**src/rtl/ras_ckpt.sv**
```systemverilog
// ras_ckpt: circular-buffer return-address stack with overflow/underflow flags and checkpoint restore
module ras_ckpt #(
  parameter int RASDepth = 2,
  parameter int VLEN = 32,
  localparam int PtrW = $clog2(RASDepth),
  localparam int CntW = $clog2(RASDepth + 1)
) (
  input  logic            clk_i,
  input  logic            rst_ni,
  input  logic            flush_bp_i,
  input  logic            push_i,
  input  logic            pop_i,
  input  logic [VLEN-1:0] data_i,
  input  logic            restore_i,
  input  logic [PtrW-1:0] restore_ptr_i,
  input  logic [CntW-1:0] restore_cnt_i,
  output logic [VLEN-1:0] data_o,
  output logic            valid_o,
  output logic [PtrW-1:0] ckpt_ptr_o,
  output logic [CntW-1:0] ckpt_cnt_o,
  output logic            overflow_o,
  output logic            underflow_o
);
  logic [VLEN-1:0] mem [RASDepth];
  logic [PtrW-1:0] tp, tp_inc, tp_dec, tp_n, wa;
  logic [CntW-1:0] cnt, cnt_n;
  logic            we, full, empty, op;

  assign tp_inc = (tp == PtrW'(RASDepth - 1)) ? '0 : tp + 1'b1;
  assign tp_dec = (tp == '0) ? PtrW'(RASDepth - 1) : tp - 1'b1;
  assign full   = cnt == CntW'(RASDepth);
  assign empty  = cnt == '0;
  assign op     = !flush_bp_i && !restore_i;

  assign data_o      = mem[tp];
  assign valid_o     = !empty;
  assign ckpt_ptr_o  = tp;
  assign ckpt_cnt_o  = cnt;
  assign overflow_o  = op && push_i && !pop_i && full;
  assign underflow_o = op && pop_i && !push_i && empty;

  // next pointer/count and write request, flush over restore over push/pop
  always_comb begin
    tp_n  = tp;
    cnt_n = cnt;
    we    = 1'b0;
    wa    = tp_inc;
    if (flush_bp_i) begin
      tp_n  = '0;
      cnt_n = '0;
    end else if (restore_i) begin
      tp_n  = restore_ptr_i;
      cnt_n = restore_cnt_i;
    end else if (push_i && pop_i && !empty) begin
      we = 1'b1;
      wa = tp;
    end else if (push_i) begin
      we    = 1'b1;
      tp_n  = tp_inc;
      cnt_n = full ? cnt : cnt + 1'b1;
    end else if (pop_i && !empty) begin
      tp_n  = tp_dec;
      cnt_n = cnt - 1'b1;
    end
  end

  // top pointer and occupancy registers
  always_ff @(posedge clk_i or negedge rst_ni) begin
    if (!rst_ni) begin
      tp  <= '0;
      cnt <= '0;
    end else begin
      tp  <= tp_n;
      cnt <= cnt_n;
    end
  end

  // return-address storage, cleared on reset so data_o reads zero afterwards
  always_ff @(posedge clk_i or negedge rst_ni) begin
    if (!rst_ni) begin
      for (int i = 0; i < RASDepth; i++) mem[i] <= '0;
    end else if (we) begin
      mem[wa] <= data_i;
    end
  end

  a_restore_cnt: assert property (@(posedge clk_i) disable iff (!rst_ni)
    restore_i |-> restore_cnt_i <= CntW'(RASDepth));
endmodule
```
**config.mk**
```make
export PLATFORM = sky130hd
export DESIGN_NAME = ras_ckpt
export DESIGN_NICKNAME = d
export VERILOG_FILES = /design/src/rtl/ras_ckpt.sv
export SDC_FILE = /design/constraint.sdc
export NUM_CORES = 1
export LEC_CHECK = 0
export ABC_AREA = 1
export BUFFER_PORTS_ARGS = -buffer_cell sky130_fd_sc_hd__buf_2
export CAP_MARGIN = 20
export CELL_PAD_IN_SITES_DETAIL_PLACEMENT = 0
export CELL_PAD_IN_SITES_GLOBAL_PLACEMENT = 2
export CORE_MARGIN = 4
export CORE_UTILIZATION = 31
export DETAILED_ROUTE_END_ITERATION = 8
export PLACE_DENSITY = 0.78
export SYNTH_ARGS = -nofsm -noshare
export SYNTH_HDL_FRONTEND = slang
export SYNTH_SLANG_ARGS = --single-unit
```
**constraint.sdc**
```tcl
create_clock -name clk_i -period 1.6 [get_ports clk_i]
set_input_delay 0.08 -clock clk_i [delete_from_list [all_inputs] [get_ports clk_i]]
set_output_delay 0.08 -clock clk_i [all_outputs]
set_load 0.02 [all_outputs]
```
==> results of run 1 <==
flip-flops by register name, indices dropped and copies added (netlist names):
register,flops
ckpt_cnt_o,2
ckpt_ptr_o,1
mem,64
placed cells by master (no fill, tap or decap), drive strengths merged:
| master | Yosys | layout |
|---|---|---|
| nand3 | 73 | 73 |
| nor2 | 9 | 9 |
| dfrtp | 67 | 67 |
| clkbuf | 3 | 10 |
| bufinv | 0 | 1 |
| o21ai | 2 | 2 |
| buf | 23 | 99 |
| nand2 | 246 | 246 |
| inv | 6 | 6 |
| dlygate4sd3 | 0 | 26 |
| a21oi | 1 | 1 |
| clkinv | 2 | 6 |
| a31oi | 1 | 1 |
| clkinvlp | 0 | 1 |
metal layers:
layer	track usage (%)	vias up	share of wire, %
li1	-	1577	-
met1	20.2	1462	47
met2	26.4	66	48
met3	3.37	9	4.5
met4	3.36	0	0.85
met5	0	-	0
final timing paths:
check                                          startpoint  slack, ns  cells past startpoint                      to
worst max-delay path               ckpt_ptr_o$_DFFE_PN0P_       0.08                      5              data_o[26]
worst min-delay path                           data_i[10]      0.005                      3     mem[42]$_DFFE_PN0P_
worst max register to register  ckpt_cnt_o[1]$_DFFE_PN0P_       0.13                      9      mem[8]$_DFFE_PN0P_
worst min register to register         mem[2]$_DFFE_PN0P_       0.48                      2      mem[2]$_DFFE_PN0P_
max in group asynchronous                          rst_ni       0.99                      3  ckpt_ptr_o$_DFFE_PN0P_
min in group asynchronous                          rst_ni       0.32                      3     mem[50]$_DFFE_PN0P_
critical path, cell delays in order (launching register included):
cell,delay (ns)
dfrtp_2,0.47
clkinv_4,0.11
buf_16,0.20
nand2_1,0.07
nand2_1,0.09
buf_2,0.17
cell families after synthesis:
group / count (synthesis)
compound gates: 4
buf+inv: 34
flops: 67
simple gates: 328
what timing repair did:
| action | CTS | global route |
|---|---|---|
| hold buffers | 26 | 0 |
| cloned | 0 | 0 |
| buffers inserted | 0 | 2 |
| endpoints found under the hold margin | 105 | 0 |
| resized for setup | 2 | 2 |
| setup endpoints to repair | 32 | 10 |
layout make-up:
type	instances	area, µm²	area share, %
flip-flops and latches	67	1680	35.5
multi-input cells	332	1620	34.3
repair buffers	125	907	19.2
clock buffers	10	239	5.06
well taps	140	175	3.71
clock inverters	6	65.1	1.38
inverters	8	38.8	0.821
power by group through the flow:
stage / Clock (mW) / Sequential, mW / Combinational [mW]
floorplan: 0 / 2.44 / 1.33
global placement: 0 / 2.49 / 1.90
detailed placement: 0 / 2.50 / 1.92
CTS: 2.07 / 2.48 / 1.98
global route: 2.14 / 2.54 / 2.21
finish: 2.02 / 2.48 / 1.96
==> results_dict.tcl, run 1 <==
set metrics [dict create \
    status "finished, final reports clean" \
    row_count 38 \
    clockBufferDepth 2 \
    ant_nets 0 \
    synth_top_area_share_pct 47.0 \
    pre_cts_ws_ns 0.118 \
    fin_cells 688 \
    dieArea_um2 13300 \
    fmax_mhz 656 \
    synth_most_common_cell "nand2_1" \
    initial_core_util_pct 32.4 \
    htree_levels 3 \
    dpl_cell_area_um2 4130 \
    final_core_util_pct 42.8 \
    cts-root-buf "clkbuf_16" \
    grt_overflow 0 \
    p_total_mw 6.46 \
    clkLatencyLatePin_ns 0.33 \
    dpl.cell_count 644 \
    grt_max_degree 68 \
    required_ns 1.52 \
    syn_area_um2 3570 \
    grt_pass1_vias 3292 \
    ys_seq_area_share_pct 47.0 \
    skew_ns 0.00638 \
    pwr-share-seq_pct 38.3 \
    grt_pass1_wl_um 16400 \
    viasPerCell 4.53 \
    port_buffers 78 \
    rsz0062_at_grt "false" \
    finalHoldViolations 0 \
    yosys-top-cells-area "dfrtp_1 (47%), nand2_1 (19%), nand2_2 (11%)" \
    synth_compound_area_share_pct 0.596 \
    hold_slack_ns 0.00519 \
    synth_warnings 0 \
    synth_ff_type "dfrtp_1" \
    vias 3114 \
    grt.total_usage_pct 15.5 \
    layout_setup_ws_ns 0.0751 \
    crit_type "reg2out" \
    maxCapViolCount 0 \
    synthAdderAreaFrac_pct 0 \
    p_sw_mw 2.26 \
    synth_edf_count 0 \
    antenna_found_initial 0 \
    hold_path_class "in2reg" \
    yosys.area_share.xor_xnor_pct 0 \
    p_int_mw 4.20 \
    finalCriticalPeriod_ns 1.52 \
    setup-violations-final 0 \
    tightest_slew_ns 0.361 \
    drive_gt1_share_pct 35.6 \
    ys_ff_latch 67 \
    yosys.area.top_type "dfrtp_1" \
    p_per_area_nw_per_um2 1370 \
    layout.nets 584 \
    routabilityCongestion 0.737 \
    setup_tns_ns 0 \
    insertedDiodeCount 0 \
    core_um2 11000 \
    cts_tree "yes" \
    first_pass_iters 4 \
    avgSynthCellArea_um2 8.24 \
    leakage_nw 2.58 \
    area_growth_pct 32.3 \
    ys_types 21 \
    route.detailed.drc 0 \
    die_w_um 115 \
    place_hpwl_um 6320 \
    die-height_um 115 \
    pwr-share-comb_pct 30.4 \
    drt_iter0_markers 118 \
    muxShareOfSynthArea_pct 0 \
    synthTopCellsByCount "nand2_1 (176), nand3_1 (70), dfrtp_1 (67)" \
    synthesis.nets 474 \
    wl_um 9500 \
    cts_buffers 9 \
    clkPwrFrac_pct 31.3 \
    clkTransAtPathRegs_ns 0.06 \
    io_pins 79 \
    slew_headroom_pct 75.9 \
    synthArstFlopShare_pct 100 \
    period_share_pct 95.3 \
    fin_area_um2 4720 \
    netlist_instances 433 \
    p_sw_share_pct 35.0 \
    irDropWorstVdd_v 0.000566 \
    n_fill_cell 1150 \
    wire_per_inst_um 13.8 \
    endpoint_kind "primary output" \
    cp_max_fo 33 \
    drv_slew 0 \
    cts_sinks 67 \
    synthSimpleGateAreaFrac_pct 44.8 \
    crit_arrival_ns 1.44 \
    startpoint_type "register" \
    synth_top_family_by_area "simple AND/OR/NAND/NOR gates" \
]
No activity file was read; power rests on OpenSTA's default activity.
==> inputs of run 2 (changes only) <==
--- a/config.mk
+++ b/config.mk
@@ -8,12 +8,11 @@
 export ABC_AREA = 1
 export BUFFER_PORTS_ARGS = -buffer_cell sky130_fd_sc_hd__buf_2
 export CAP_MARGIN = 20
-export CELL_PAD_IN_SITES_DETAIL_PLACEMENT = 0
-export CELL_PAD_IN_SITES_GLOBAL_PLACEMENT = 2
 export CORE_MARGIN = 4
-export CORE_UTILIZATION = 31
+export CORE_UTILIZATION = 40
 export DETAILED_ROUTE_END_ITERATION = 8
-export PLACE_DENSITY = 0.78
+export PLACE_DENSITY = 0.61
+export SKIP_CTS_REPAIR_TIMING = 1
 export SYNTH_ARGS = -nofsm -noshare
 export SYNTH_HDL_FRONTEND = slang
 export SYNTH_SLANG_ARGS = --single-unit
==> run 2 against run 1 <==
Compared with the run above: the flow now finishes with violations (negative hold slack); flip-flop and latch count did not move; first-iteration DRC count is 40% higher; cell count fell by 5.5%; power fell by 5.9%; clock power shrank 16%; via count is 0.77% higher; register-to-register slack about the same; clock skew rose by 0.0018 ns; setup slack better by 0.045 ns; largest cell class unchanged; largest power group unchanged.
==> results_dict.tcl, run 2 (synthesized netlist as in run 1, its figures left out) <==
set metrics [dict create \
    status "finished, violations left" \
    violations "negative hold slack" \
    fin_area_um2 4560 \
    dieArea_um2 10500 \
    crit_top_cell "nand2_1" \
    die-height_um 102 \
    irDropWorstVdd_v 0.000639 \
    cts-root-buf "clkbuf_8" \
    clkLatencyLatePin_ns 0.33 \
    grt_pass1_wl_um 14900 \
    path_cells "clkinv_2 -> buf_6 -> nand2_1 -> nand2_1 -> buf_2" \
    vias 3138 \
    rsz0062_at_grt "false" \
    cts_sinks 67 \
    endpoint_kind "primary output" \
    finalCriticalPeriod_ns 1.48 \
    p_per_area_nw_per_um2 1330 \
    grt_pass1_vias 3046 \
    grt_max_degree 47 \
    finalHoldViolations 2 \
    startpoint_type "register" \
    io_pins 79 \
    viasPerCell 4.83 \
    clockBufferDepth 2 \
    drt_iter0_markers 165 \
    insertedDiodeCount 0 \
    slowest_stage "dfrtp_1" \
    grt.total_usage_pct 18.1 \
    crit_type "reg2out" \
    route.detailed.drc 0 \
    dpl_cell_area_um2 4030 \
    wl_met2_um 4120 \
    maxCapViolCount 0 \
    final_cell_mix "nand2_1 (176), buf_2 (78), nand3_1 (70)" \
    port_buffers 78 \
    antenna_found_initial 0 \
    row_count 34 \
    initial_core_util_pct 40.9 \
    place_hpwl_um 6010 \
    dr.max_layer_used "met4" \
    final_common_cell "nand2_1" \
    grt_overflow 0 \
    leakage_nw 2.51 \
    ant_nets 0 \
    fmax_mhz 676 \
    drive_gt1_share_pct 34.3 \
    core_um2 8720 \
    cts_buffers 9 \
    wire_per_inst_um 13.7 \
    required_ns 1.52 \
    htree_levels 3 \
    wl_met1_um 4110 \
    setup-violations-final 0 \
    top_register "mem" \
    cp_max_fo 17 \
    p_total_mw 6.08 \
    critPathBufInv 3 \
    skew_ns 0.00814 \
    tightest_slew_ns 0.666 \
    critPathMaxStageDelay_ns 0.41 \
    layout_setup_ws_ns 0.120 \
    crit_arrival_ns 1.40 \
    area_growth_pct 27.8 \
    slew_headroom_pct 55.6 \
    layout.nets 579 \
    wl_um 8890 \
    hold_slack_ns -0.00749 \
    cts_tree "yes" \
    hold_path_class "in2reg" \
    drv_slew 0 \
    die_w_um 102 \
    period_share_pct 92.5 \
    largest_reg_flops 64 \
    dr_wl_met3_um 577 \
    routabilityCongestion 0.834 \
    crit_family "buffers and inverters" \
    clkTransAtPathRegs_ns 0.07 \
    first_pass_iters 4 \
    pre_cts_ws_ns 0.107 \
    setup_tns_ns 0 \
]
-- run 2: cell types whose count changed in the layout (fill, tap and decap cells not counted), sizes merged --
cell and delta:
clkbuf -1, buf -7, clkinv -2, dlygate4sd3 +2
bufinv +2
-- run 2: worst paths after layout --
| path | startpoint | to | slack [ns] | cells past startpoint |
|---|---|---|---|---|
| max | ckpt_ptr_o$_DFFE_PN0P_ | data_o[21] | 0.12 | 5 |
| min | data_i[5] | mem[37]$_DFFE_PN0P_ | -0.007 | 3 |
| max reg2reg | ckpt_cnt_o[1]$_DFFE_PN0P_ | mem[48]$_DFFE_PN0P_ | 0.13 | 9 |
| min reg2reg | mem[32]$_DFFE_PN0P_ | mem[32]$_DFFE_PN0P_ | 0.49 | 2 |
| max in group asynchronous | rst_ni | mem[22]$_DFFE_PN0P_ | 0.72 | 3 |
| min in group asynchronous | rst_ni | mem[60]$_DFFE_PN0P_ | 0.31 | 2 |
-- run 2: metal layers --
layer	GRT usage, %	vias up
met1	25.1	1459
met5	0	-
li1	-	1567
met2	28.5	101
met4	5.35	0
met3	3.96	11
-- run 2: through the flow --
step                      util, %  std cells
after global routing         52.3        650
after floorplan                 -        433
after detailed placement     46.2        607
after CTS                    48.9        622
final                        52.3        650
after global placement       46.2        607
-- run 2: worst reg2reg max path, stage by stage, from the launching register on --
cell	delay, ns
dfrtp_1	0.41
inv_1	0.10
nand2_4	0.10
nand2_2	0.10
nor2_8	0.13
nand2_4	0.09
nand3_4	0.08
buf_4	0.25
nand2_2	0.08
nand2_1	0.07
-- run 2: power by group --
group / switching (mW) / total [mW] / leakage (nW) / internal, mW
sequential: 0.319 / 2.47 / 0.845 / 2.15
clock: 0.667 / 1.70 / 0.115 / 1.03
combinational: 1.16 / 1.92 / 1.55 / 0.758
total: 2.14 / 6.08 / 2.51 / 3.94
-- run 2: final cells by class --
type | instances | area (µm²)
inverters | 8 | 35.0
clock inverters | 6 | 115
multi-input cells | 332 | 1630
clock buffers | 9 | 124
fillers | 828 | 4160
flip-flops and latches | 67 | 1680
repair buffers | 120 | 846
well taps | 108 | 135
==> inputs of run 3 (changes only) <==
--- a/config.mk
+++ b/config.mk
@@ -8,7 +8,6 @@
 export ABC_AREA = 1
 export BUFFER_PORTS_ARGS = -buffer_cell sky130_fd_sc_hd__buf_2
 export CAP_MARGIN = 20
-export CORE_MARGIN = 4
 export CORE_UTILIZATION = 40
 export DETAILED_ROUTE_END_ITERATION = 8
 export PLACE_DENSITY = 0.61
==> run 3 against run 2 <==
Compared with the run above: clock power decreased by 12%; sequential power hardly changed; setup slack worse by 0.031 ns; hold slack worse by 0.0081 ns; core utilization fell by 0.16 points; clock skew shrank 0.0012 ns; the flow still finishes with violations (negative hold slack); register-to-register slack better by 0.02 ns; global-route usage rose by 2.2 points; cell count decreased by 0.62%; sequential share of layout area up 0.32 points; critical endpoint is now data_o[19].
==> results_dict.tcl, run 3 (synthesized netlist as in run 1, its figures left out) <==
set metrics [dict create \
    rsz0062_at_grt "false" \
    startpoint_type "register" \
    htree_levels 3 \
    route.detailed.drc 0 \
    setup-violations-final 0 \
    cts_buffers 9 \
    use_met1_pct 27.0 \
    r2r-start "ckpt_cnt_o[0]$_DFFE_PN0P_" \
    clkLatencyLatePin_ns 0.34 \
    busiest_layer "met2" \
    grt.total_usage_pct 20.3 \
    whs_path_depth 3 \
    cts_tree "yes" \
    irDropWorstVdd_v 0.000627 \
    fin_area_um2 4520 \
    hold_path_startpoint "data_i[26]" \
    hold_path_class "in2reg" \
    regArea_um2 1680 \
    clockBufferDepth 2 \
    path_cells "inv_4 -> buf_8 -> nand2_1 -> nand2_1 -> buf_2" \
    place_hpwl_um 5600 \
    dieArea_um2 9310 \
    violations "negative hold slack" \
    initial_core_util_pct 41.1 \
    skew_ns 0.00697 \
    grt_use_met3_pct 5.71 \
    drv_slew 0 \
    first_pass_iters 4 \
    required_ns 1.52 \
    crit_top_cell "nand2_1" \
    crit_type "reg2out" \
    n_fill_cell 883 \
    grt_overflow 0 \
    tightest_slew_ns 0.366 \
    min_to "mem[58]$_DFFE_PN0P_" \
    vias 3107 \
    antenna_found_initial 0 \
    cp_max_fo 17 \
    r2r_slack_ns 0.15 \
    met2_usage_pct 32.8 \
    ant_nets 0 \
    hold_slack_ns -0.0156 \
    cts-root-buf "clkbuf_8" \
    largest_reg_flops 64 \
    drt_iter0_markers 117 \
    routabilityCongestion 0.817 \
    slew_headroom_pct 75.6 \
    dpl_cell_area_um2 4060 \
    drive_gt1_share_pct 34.9 \
    top_register "mem" \
    insertedDiodeCount 0 \
    wl_um 8790 \
    leakage_nw 2.50 \
    die_w_um 96.5 \
    period_share_pct 94.4 \
    multi_input_area_um2 1630 \
    r2r_end "mem[53]$_DFFE_PN0P_" \
    grt_pass1_vias 2914 \
    cts_sinks 67 \
    area_growth_pct 26.7 \
    wire_per_inst_um 13.6 \
    final_common_cell "nand2_1" \
    grt_max_degree 68 \
    finalCriticalPeriod_ns 1.51 \
    p_per_area_nw_per_um2 1300 \
    fmax_mhz 662 \
    viasPerCell 4.81 \
    crit_arrival_ns 1.43 \
    final_cell_mix "nand2_1 (176), buf_2 (78), nand3_1 (70)" \
    endpoint_kind "primary output" \
    layout.nets 575 \
    maxCapViolCount 0 \
    slowest_stage "dfrtp_2" \
    finalHoldViolations 9 \
    row_count 34 \
    status "finished, violations left" \
    p_total_mw 5.90 \
    port_buffers 78 \
    r2r_cells 9 \
    die-height_um 96.5 \
    final_core_util_pct 52.1 \
    clkTransAtPathRegs_ns 0.07 \
    core_um2 8680 \
    critPathMaxStageDelay_ns 0.45 \
    io_pins 79 \
    grt_pass1_wl_um 14300 \
]
## run 3: cell count changes in the layout (fill, tap and decap cells not counted), sizes merged, moves of 2 or more
cell and change:
dlygate4sd3 -6, clkbuf +5, clkinv -3, buf +2, bufinv -2
## run 3: power breakdown
group,total [mW],switching (mW),internal [mW]
logic,1.93,1.16,0.774
registers,2.47,0.318,2.15
clock network,1.50,0.617,0.883
## run 3: worst max-delay path, delay by kind of cell, from the launching register on
kind                   cells  cell delay, ns
buffers and inverters      3            0.48
DFF                        1            0.45
and+or+nand+nor            2            0.15
## run 3: worst max-delay path by stage
stage	startpoint	endpoint	slack, ns	cells past startpoint
finish	ckpt_ptr_o$_DFFE_PN0P_	data_o[19]	0.09	5
global route	ckpt_ptr_o$_DFFE_PN0P_	data_o[24]	0.01	5
CTS	ckpt_ptr_o$_DFFE_PN0P_	data_o[19]	-0.06	5
detailed placement	ckpt_cnt_o[0]$_DFFE_PN0P_	mem[3]$_DFFE_PN0P_	0.12	8
global placement	ckpt_cnt_o[0]$_DFFE_PN0P_	mem[0]$_DFFE_PN0P_	0.14	8
floorplan	ckpt_cnt_o[1]$_DFFE_PN0P_	mem[0]$_DFFE_PN0P_	0.16	9
## run 3: final cells by class
class	count	share of cell area, %
sequential	67	37.1
inverter	8	0.802
clock buffer	14	4.04
multi-input combinational	332	36.0
clock inverter	1	0.664
timing repair buffer	116	18.4
tap	108	2.99
## run 3: through the flow
step | setup slack [ns] | TNS (ns) | hold slack (ns) | instances
after floorplan | 0.159 | 0 | -0.216 | 433
after global placement | 0.137 | 0 | 0.135 | 608
after detailed placement | 0.122 | 0 | 0.132 | 608
after CTS | -0.0578 | -0.228 | -0.240 | 623
after global routing | 0.00972 | 0 | 0.00139 | 646
final | 0.0889 | 0 | -0.0156 | 646
## run 3: per-layer routing
metal  routed length (µm)  up-vias  part of all wire [%]
li1                     -     1554                     -
met1                 4060     1461                    46
met2                 4190       82                    48
met3                  433       10                   4.9
met4                  101        0                   1.1
met5                    0        -                     0
